### config.mk
export PLATFORM = sky130hd
export DESIGN_NAME = mips_control_fsm
export DESIGN_NICKNAME = d
export VERILOG_FILES = /design/src/rtl/mips_ctrl_pkg.sv /design/src/rtl/mips_control_fsm_alu_op_decode.sv /design/src/rtl/mips_control_fsm.sv
export SDC_FILE = /design/constraint.sdc
export NUM_CORES = 1
export LEC_CHECK = 0
export ABC_AREA = 1
export ABC_CLOCK_PERIOD_IN_PS = 4500
export CORE_ASPECT_RATIO = 1.25
export CORE_UTILIZATION = 50
export CTS_BUF_LIST = sky130_fd_sc_hd__clkbuf_2 sky130_fd_sc_hd__clkbuf_4 sky130_fd_sc_hd__clkbuf_8
export DETAILED_ROUTE_END_ITERATION = 12
export GPL_ROUTABILITY_DRIVEN = 1
export PLACE_DENSITY_LB_ADDON = 0.12
export SYNTH_ARGS = -nofsm -noshare
export SYNTH_HDL_FRONTEND = slang
export SYNTH_SLANG_ARGS = --single-unit
export TNS_END_PERCENT = 100
### constraint.sdc
create_clock -name clock -period 4.5 [get_ports clock]
set_input_delay 0.675 -clock clock [delete_from_list [all_inputs] [get_ports clock]]
set_output_delay 0.675 -clock clock [all_outputs]
set_load 0.005 [all_outputs]
### src/rtl/mips_ctrl_pkg.sv
// mips_ctrl_pkg: shared encodings for the multi-cycle MIPS control unit
package mips_ctrl_pkg;
  typedef enum logic [3:0] {
    ALU_NONE = 4'd0, ALU_ADD, ALU_SUB, ALU_AND, ALU_OR, ALU_NOR, ALU_SLT, ALU_SLL, ALU_SRL, ALU_SRA
  } alu_op_t;
  localparam logic [5:0] OP_RTYPE = 6'h00, OP_J = 6'h02, OP_BEQ = 6'h04, OP_ADDI = 6'h08,
                         OP_LW = 6'h23, OP_SW = 6'h2B;
  localparam logic [5:0] FN_ADD = 6'h20, FN_SUB = 6'h22, FN_AND = 6'h24, FN_OR = 6'h25,
                         FN_NOR = 6'h27, FN_SLT = 6'h2A, FN_SLL = 6'h00, FN_SRL = 6'h02,
                         FN_SRA = 6'h03;
  typedef enum logic [2:0] {
    S_IDLE, S_FETCH, S_DECODE, S_EXECUTE, S_MEMORY, S_BRANCH, S_WRITEBACK
  } state_t;
  typedef enum logic [2:0] {C_ILL, C_R, C_LW, C_SW, C_ADDI, C_BEQ, C_J} op_class_t;
  typedef struct packed {
    alu_op_t alu_op;
    logic    pc_write, ir_write, reg_write, mem_read, mem_write;
    logic    alu_src_imm, reg_dst_rd, mem_to_reg, branch_taken, jump, illegal, busy;
  } ctrl_t;
endpackage

### src/rtl/mips_control_fsm_alu_op_decode.sv
// alu_op_decode: combinational opcode/funct to instruction class, ALUOp and legality
module alu_op_decode
  import mips_ctrl_pkg::*;
(
  input  logic [5:0] opcode_i,
  input  logic [5:0] funct_i,
  output logic [2:0] cls_o,
  output logic [3:0] alu_op_o,
  output logic       legal_o
);
  alu_op_t   fn_op;
  op_class_t cls;
  always_comb begin
    fn_op = ALU_NONE;
    case (funct_i)
      FN_ADD:  fn_op = ALU_ADD;
      FN_SUB:  fn_op = ALU_SUB;
      FN_AND:  fn_op = ALU_AND;
      FN_OR:   fn_op = ALU_OR;
      FN_NOR:  fn_op = ALU_NOR;
      FN_SLT:  fn_op = ALU_SLT;
      FN_SLL:  fn_op = ALU_SLL;
      FN_SRL:  fn_op = ALU_SRL;
      FN_SRA:  fn_op = ALU_SRA;
      default: fn_op = ALU_NONE;
    endcase
    cls = C_ILL;
    case (opcode_i)
      OP_RTYPE: cls = fn_op != ALU_NONE ? C_R : C_ILL;
      OP_LW:    cls = C_LW;
      OP_SW:    cls = C_SW;
      OP_ADDI:  cls = C_ADDI;
      OP_BEQ:   cls = C_BEQ;
      OP_J:     cls = C_J;
      default:  cls = C_ILL;
    endcase
  end
  assign cls_o    = cls;
  assign legal_o  = cls != C_ILL;
  assign alu_op_o = cls == C_R ? fn_op : cls == C_BEQ ? ALU_SUB :
                    (cls == C_LW || cls == C_SW || cls == C_ADDI) ? ALU_ADD : ALU_NONE;
endmodule

### src/rtl/mips_control_fsm.sv
// mips_control_fsm: multi-cycle MIPS sequencer; every output is registered from the next state
// and the latched op, so ALUOp only moves on rising edges ahead of the ALU's falling-edge sample.
module mips_control_fsm
  import mips_ctrl_pkg::*;
(
  input  logic       clock,
  input  logic       reset_n,
  input  logic       run,
  input  logic [5:0] opcode,
  input  logic [5:0] funct,
  input  logic       zero,
  input  logic       mem_ready,
  output logic [3:0] ALUOp,
  output logic       pc_write,
  output logic       ir_write,
  output logic       reg_write,
  output logic       mem_read,
  output logic       mem_write,
  output logic       alu_src_imm,
  output logic       reg_dst_rd,
  output logic       mem_to_reg,
  output logic       branch_taken,
  output logic       jump,
  output logic       illegal,
  output logic       busy
);
  logic [2:0] dec_cls;
  logic [3:0] dec_alu;
  logic       dec_legal, in_dec, jmp, brt;
  state_t     state_q, state_d;
  op_class_t  cls_q, cls_d;
  alu_op_t    alu_q, alu_d;
  ctrl_t      ctrl_q, ctrl_d;
  alu_op_decode u_dec (
    .opcode_i(opcode),
    .funct_i (funct),
    .cls_o   (dec_cls),
    .alu_op_o(dec_alu),
    .legal_o (dec_legal)
  );
  always_comb begin
    in_dec  = state_q == S_DECODE;
    cls_d   = in_dec ? op_class_t'(dec_cls) : cls_q;
    alu_d   = in_dec ? alu_op_t'(dec_alu) : alu_q;
    jmp     = in_dec && cls_d == C_J;
    brt     = state_q == S_EXECUTE && cls_q == C_BEQ && zero;
    state_d = state_q;
    case (state_q)
      S_IDLE:      state_d = run ? S_FETCH : S_IDLE;
      S_FETCH:     state_d = S_DECODE;
      S_DECODE:    state_d = (jmp || !dec_legal) ? (run ? S_FETCH : S_IDLE) : S_EXECUTE;
      S_EXECUTE:   state_d = (cls_q == C_LW || cls_q == C_SW) ? S_MEMORY :
                             cls_q == C_BEQ ? S_BRANCH : S_WRITEBACK;
      S_MEMORY:    state_d = !mem_ready ? S_MEMORY : cls_q == C_LW ? S_WRITEBACK :
                             run ? S_FETCH : S_IDLE;
      S_BRANCH:    state_d = S_FETCH;
      S_WRITEBACK: state_d = run ? S_FETCH : S_IDLE;
      default:     state_d = S_IDLE;
    endcase
    ctrl_d              = '0;
    ctrl_d.alu_op       = state_d == S_FETCH ? ALU_ADD : state_d == S_EXECUTE ? alu_d : ALU_NONE;
    ctrl_d.ir_write     = state_d == S_FETCH;
    ctrl_d.pc_write     = state_d == S_FETCH || jmp || brt;
    ctrl_d.reg_write    = state_d == S_WRITEBACK;
    ctrl_d.mem_read     = state_d == S_MEMORY && cls_d == C_LW;
    ctrl_d.mem_write    = state_d == S_MEMORY && cls_d == C_SW;
    ctrl_d.alu_src_imm  = state_d == S_EXECUTE && (cls_d == C_LW || cls_d == C_SW || cls_d == C_ADDI);
    ctrl_d.reg_dst_rd   = state_d == S_EXECUTE && cls_d == C_R;
    ctrl_d.mem_to_reg   = state_d == S_WRITEBACK && cls_d == C_LW;
    ctrl_d.branch_taken = brt;
    ctrl_d.jump         = jmp;
    ctrl_d.illegal      = in_dec && !dec_legal;
    ctrl_d.busy         = state_d != S_IDLE;
  end
  always_ff @(posedge clock or negedge reset_n) begin
    if (!reset_n) begin
      state_q <= S_IDLE;
      cls_q   <= C_ILL;
      alu_q   <= ALU_NONE;
      ctrl_q  <= '0;
    end else begin
      state_q <= state_d;
      cls_q   <= cls_d;
      alu_q   <= alu_d;
      ctrl_q  <= ctrl_d;
    end
  end
  assign {ALUOp, pc_write, ir_write, reg_write, mem_read, mem_write, alu_src_imm, reg_dst_rd,
          mem_to_reg, branch_taken, jump, illegal, busy} = ctrl_q;
endmodule

==> metrics, run 1 <==
layout overhead on the synthesized area 31.61%; port bufs 32; Ys Warns 0; Post CTS Setup Buffer Count 0; Final WS setup 2.326 ns; initial DRC count 22; Placed Cells 225; layout cell share with drive strength beyond 1 0.08629; Routed wire per std cell 10.90 um; antenna viol nets, final 0; r2r worst-path depth 7; RSZ-0062 raised after global routing no; IO Pins 33; Crit path top cell by count nand2_1; clk buf depth 2; CP Buf/Inv Count 1; top cell type's share of synthesized area 0.4560; Final setup viols 0; Power Total 0.6581 mW; cells after synthesis 162; fin area 1589 um2; Seq/Total Area, Yosys 0.4560; CTS resizes 0; Max stage delay on crit path 0.47 ns; Slew @ Worst Pin 0.9202 ns; clock transition at the registers of the reported paths 0.11 ns; worst clock skew 0.007824 ns; commonest cells in the netlist nand2_1, inv_1, nor2_1; crit share post-route 0.4830; reg-to-reg critical path startpoint state_q[2]; most common cell in the netlist nand2_1; total gr overflow 0; diode count 0; crit path kind input port to register; status complete, no violations; Required @ worst endpoint 4.69 ns; vias per cell 4.943; min-delay worst type register to register; site row count 19; CTS tree yes; GRT Resource Usage Total 0.2186; Slew HR 0.3846; pin count of the biggest net entering global routing 23; biggest area consumer among synthesized cells dfrtp_1; Max Slew Vio Count 0; first-pass GRT wire length 4181 um; hold depth 2; syn avg cell area 7.453 um2; Fmax 460.1 MHz; Die Wd 45.95 um; initial core utilization 0.5403; routability cong. 0.8901; top_reg_cell synth dfrtp_1; critical path's top delay family simple AND/OR/NAND/NOR gates; Critical Path Fanout Max 7; final WL 2486 um; clk sink count 22; Worst path slowest cell clkdlybuf4s50_1; Core Util, Final 0.7111; asr flop ratio synth 1.000; min-delay src cls_q[1]; WHS 0.5943 ns; syn_nets 179; final non-filler cell total 228; Worst R2R End mem_read; max reg flops 4; vias in the first global route 1,025; Hold-fix buffers, CTS 0; min Tclk post-route 2.174 ns; Mapped Area 1207 um2; DR vias 1,127; Critical Path Sink Type register; Hold Path End mem_to_reg; htree depth 1; register bit total from synthesis 22; Residual DRC 0; fillcell total 194; VDD IR max 0.2386 mV; die area 2616 um2; reg2reg setup slack 2.79 ns; Num CTS Buffers 3; Clock Root Buffer clkbuf_4; Nets 216; Die Ht 56.94 um; sum of negative setup slack 0 ns; First-pass DRT Iterations 4; arrival time worst endpoint 2.37 ns; Hold Vio Cnt, Final 0; hpwl dp 2040 um; CP cell instances clkdlybuf4s50_1 > nor2_1 > nand3_1 > nand3_1 > nor2_1 > nand2_1 > nand2_1 > nand3_2 > nand3_2 > nand4_1 > nand2_1; Leak Pwr 0.8433 nW; crit path launch type input port; Cell Pwr Density 414.2 nW/um2; max-cap violations 0; initial antenna violation count 0; Post-DP Area 1567 um2; post-placement setup slack 2.001 ns; top cells by area, synth dfrtp_1, nand2_1, inv_1; Core Region 2235 um2; clk_lat worst skew 0.30 ns; Cell variety after synth 26; EDFF count, synth 0
[routing by layer]
metal	track usage	vias to the layer above	routed length, um
li1	-	581	-
met1	0.2448	516	975
met2	0.4024	26	1413
met3	0.01899	4	52
met4	0.08824	0	44
met5	0	-	0
[worst register-to-register path, stage by stage (launching register included)]
cell and delay, ns:
dfrtp_1 0.48, nor3_4 0.39, nand2_1 0.11, inv_1 0.11, nand2_1 0.11, nand3_2 0.16
nand4_1 0.12, nor2_1 0.15
[cells in the final DEF, fill, tap and decap left out]
cell / netlist / routed
nand2_1: 36 / 36
clkdlybuf4s50_1: 0 / 32
inv_1: 30 / 30
nor2_1: 27 / 27
dfrtp_1: 22 / 22
nand3_1: 13 / 13
nand4_1: 5 / 5
a21oi_1: 4 / 4
o21ai_0: 3 / 3
clkbuf_4: 0 / 3
a21oi_2: 2 / 2
inv_2: 2 / 2
nand3_2: 2 / 2
nor3_1: 2 / 2
nor2_2: 1 / 1
nand2_2: 1 / 1
nor4_1: 1 / 1
nor3_4: 1 / 1
nor3_2: 1 / 1
inv_4: 1 / 1
o21ai_2: 1 / 1
nand3b_1: 1 / 1
or2_1: 1 / 1
a31oi_1: 1 / 1
o22ai_1: 1 / 1
o2111a_1: 1 / 1
a211oi_2: 1 / 1
nor2_4: 1 / 1
[kinds of logic (layout without fill, tap and decap cells)]
kind of cell,after synthesis,in the layout,share of synthesized area
simple gates,93,93,0.3586
buf+inv,33,68,0.1047
flops,22,22,0.4560
compound gates,14,14,0.08083
[report_power, final]
group          switching [mW]  internal (mW)
Sequential             0.0336          0.245
Clock                  0.0540         0.0312
Combinational           0.169          0.125
Total                   0.257          0.402
[layout make-up]
type                            instances  area [um2]  area share
Sequential cell                        22       550.5      0.3465
Multi-Input combinational cell        107       530.5      0.3339
Timing Repair Buffer                   32       320.3      0.2016
Inverter                               33       126.4     0.07953
Tap cell                               31       38.79     0.02441
Clock buffer                            3       22.52     0.01417
[worst max path at each step]
stage / from / endpoint / slack, ns / cells after the start
6_report: funct[0] / ALUOp[0] / 2.33 / 11
5_1_grt: funct[0] / pc_write / 2.14 / 11
4_1_cts: funct[0] / pc_write / 2.33 / 11
3_5_place_dp: funct[0] / pc_write / 2.00 / 11
3_3_place_gp: funct[5] / pc_write / 2.11 / 12
2_1_floorplan: funct[0] / ALUOp[0] / 2.76 / 10
(Power assumes the default switching activity.)
==> run 2: changes to the inputs <==
--- a/config.mk
+++ b/config.mk
@@ -6,9 +6,9 @@
 export NUM_CORES = 1
 export LEC_CHECK = 0
 export ABC_AREA = 1
-export ABC_CLOCK_PERIOD_IN_PS = 4500
+export ABC_CLOCK_PERIOD_IN_PS = 2000
 export CORE_ASPECT_RATIO = 1.25
-export CORE_UTILIZATION = 50
+export CORE_UTILIZATION = 49
 export CTS_BUF_LIST = sky130_fd_sc_hd__clkbuf_2 sky130_fd_sc_hd__clkbuf_4 sky130_fd_sc_hd__clkbuf_8
 export DETAILED_ROUTE_END_ITERATION = 12
 export GPL_ROUTABILITY_DRIVEN = 1
==> constraint.sdc (replaced) <==
create_clock -name clock -period 2 [get_ports clock]
set_input_delay 0.3 -clock clock [delete_from_list [all_inputs] [get_ports clock]]
set_output_delay 0.3 -clock clock [all_outputs]
set_load 0.005 [all_outputs]
==> metrics, run 2 (synthesis results as in run 1) <==
die area 2668 um2 (+2.0%); DR vias 1,169 (+3.7%); Power Total 1.542 mW (+130%); GRT Resource Usage Total 0.2319 (+0.01333); crit path launch type input port; fin area 1625 um2 (+2.3%); GR peak layer met2; clk_lat worst skew 0.31 ns (about the same); Storage cell area 550.5 um2 (unchanged); Placed Cells 228 (+1.3%); Hold Vio Cnt, Final 0 (unchanged); Nets 219 (+1.4%); Num CTS Buffers 3 (unchanged); Routed wire per std cell 11.17 um (+2.4%); IO Pins 33 (unchanged); htree depth 1 (unchanged); GRT met2 Usage 0.4107 (+0.008300); routability cong. 0.7969 (-10%); Die Ht 57.50 um (+0.98%); fillcell total 200 (+3.1%); critical path's top delay family simple AND/OR/NAND/NOR gates; antenna viol nets, final 0 (unchanged); Post CTS Setup Buffer Count 0 (unchanged); min Tclk post-route 1.752 ns; Crit path top cell by count nand2_1; Residual DRC 0 (unchanged); crit share post-route 0.8760; Leak Pwr 0.8637 nW (+2.4%); first-pass GRT wire length 4554 um (+8.9%); initial DRC count 12 (-45%); GRT met3 Usage 0.01899 (unchanged); Critical Path Fanout Max 7 (unchanged); final WL 2591 um (+4.2%); initial antenna violation count 0 (unchanged); VDD IR max 0.4646 mV (+95%); clock transition at the registers of the reported paths 0.12 ns (about the same); most frequent cells in the layout nand2_1, clkdlybuf4s50_1, inv_1; post-placement setup slack -0.04164 ns (-2.042 ns); Final setup viols 0 (unchanged); CP cell instances clkdlybuf4s50_1 > nor2_1 > nand3_1 > nand3_1 > nor2_1 > nand2_1 > nand2_1 > nand3_2 > nand3_2 > nand4_1 > nand2_1; port bufs 32 (unchanged); layout overhead on the synthesized area 34.61%; Slew HR 0.6873 (+0.3027); crit path kind input port to register; Slew @ Worst Pin 0.4669 ns (-0.4534 ns); Clock Root Buffer clkbuf_4; Worst path slowest cell clkdlybuf4s50_1; CTS tree yes; sum of negative setup slack 0 ns (unchanged); Hold-fix buffers, CTS 0 (unchanged); Post-DP Area 1589 um2 (+1.4%); clk sink count 22 (unchanged); layout cell share with drive strength beyond 1 0.1045 (+0.01818); Fmax 570.8 MHz; max-cap violations 0 (unchanged); arrival time worst endpoint 1.96 ns (-0.41 ns); site row count 19 (unchanged); WHS 0.3267 ns (-0.2675 ns); CTS resizes 0 (unchanged); Die Wd 46.40 um (+0.98%); diode count 0 (unchanged); Final WS setup 0.2480 ns (-2.078 ns); CP Buf/Inv Count 1 (unchanged); RSZ-0062 raised after global routing no; pin count of the biggest net entering global routing 23 (unchanged); Max Slew Vio Count 0 (unchanged); First-pass DRT Iterations 4 (unchanged); vias in the first global route 1,156 (+13%); Required @ worst endpoint 2.21 ns (-2.48 ns); total gr overflow 0 (unchanged); Core Region 2258 um2 (+1.1%); most common cell after layout, fill and taps aside nand2_1; reg2reg setup slack 0.31 ns (-2.48 ns); Core Util, Final 0.7197 (+0.008582); Max stage delay on crit path 0.47 ns (about the same); worst clock skew 0.006426 ns (-0.001398 ns); routing usage on met1 0.2562 (+0.01143); Cell Pwr Density 948.8 nW/um2 (+130%); clk buf depth 2 (unchanged); vias per cell 5.039 (+1.9%); Critical Path Sink Type register; final non-filler cell total 232 (+1.8%); Multi-input gate area 530.5 um2 (unchanged); status complete, no violations; initial core utilization 0.5346 (-0.005688); min-delay worst type input port to async pin; max reg flops 4 (unchanged); hpwl dp 2111 um (+3.5%)
==> run 2: path summary, 6_finish.rpt <==
path	start	endpoint	cells past startpoint
max	funct[0]	ALUOp[0]	11
min	reset_n	illegal	2
max reg2reg	state_q[0]	mem_write	7
min reg2reg	cls_q[1]	mem_to_reg	2
max in group asynchronous	reset_n	state_q[1]	2
min in group clock	zero	branch_taken	3
==> run 2: per-layer routing <==
metal / vias to the layer above / wire [um]
met3: 7 / 63
met5: - / 0
met4: 0 / 75
met2: 30 / 1412
li1: 587 / -
met1: 545 / 1039
==> run 2: layout make-up <==
class | instances | area share
timing repair buffer | 35 | 0.2109
clock buffer | 4 | 0.02232
inverter | 33 | 0.07775
sequential | 22 | 0.3387
tap | 31 | 0.02386
multi-input combinational | 107 | 0.3264
==> run 2: power by group <==
| part | switching (mW) | internal (mW) | total (mW) |
|---|---|---|---|
| Combinational | 0.389 | 0.284 | 0.673 |
| Sequential | 0.0794 | 0.552 | 0.631 |
| Clock | 0.127 | 0.111 | 0.238 |
| Total | 0.595 | 0.947 | 1.54 |
==> run 2: worst reg2reg max path, stage by stage (launching register included) <==
cell and delay (ns):
dfrtp_1 0.48, nor3_4 0.42, nand2_1 0.10, inv_1 0.09, nand2_1 0.09, nand3_2 0.16
nand4_1 0.15, nor2_1 0.13
==> run 3: changes to the inputs <==
--- a/config.mk
+++ b/config.mk
@@ -10,9 +10,12 @@
 export CORE_ASPECT_RATIO = 1.25
 export CORE_UTILIZATION = 49
 export CTS_BUF_LIST = sky130_fd_sc_hd__clkbuf_2 sky130_fd_sc_hd__clkbuf_4 sky130_fd_sc_hd__clkbuf_8
+export CTS_CLUSTER_DIAMETER = 100
 export DETAILED_ROUTE_END_ITERATION = 12
 export GPL_ROUTABILITY_DRIVEN = 1
 export PLACE_DENSITY_LB_ADDON = 0.12
+export SETUP_SLACK_MARGIN = 0.02
+export SKIP_CTS_REPAIR_TIMING = 1
 export SYNTH_ARGS = -nofsm -noshare
 export SYNTH_HDL_FRONTEND = slang
 export SYNTH_SLANG_ARGS = --single-unit
==> results of run 3 <==
No change in the layout: final DEF, timing and power equal those of run 2.
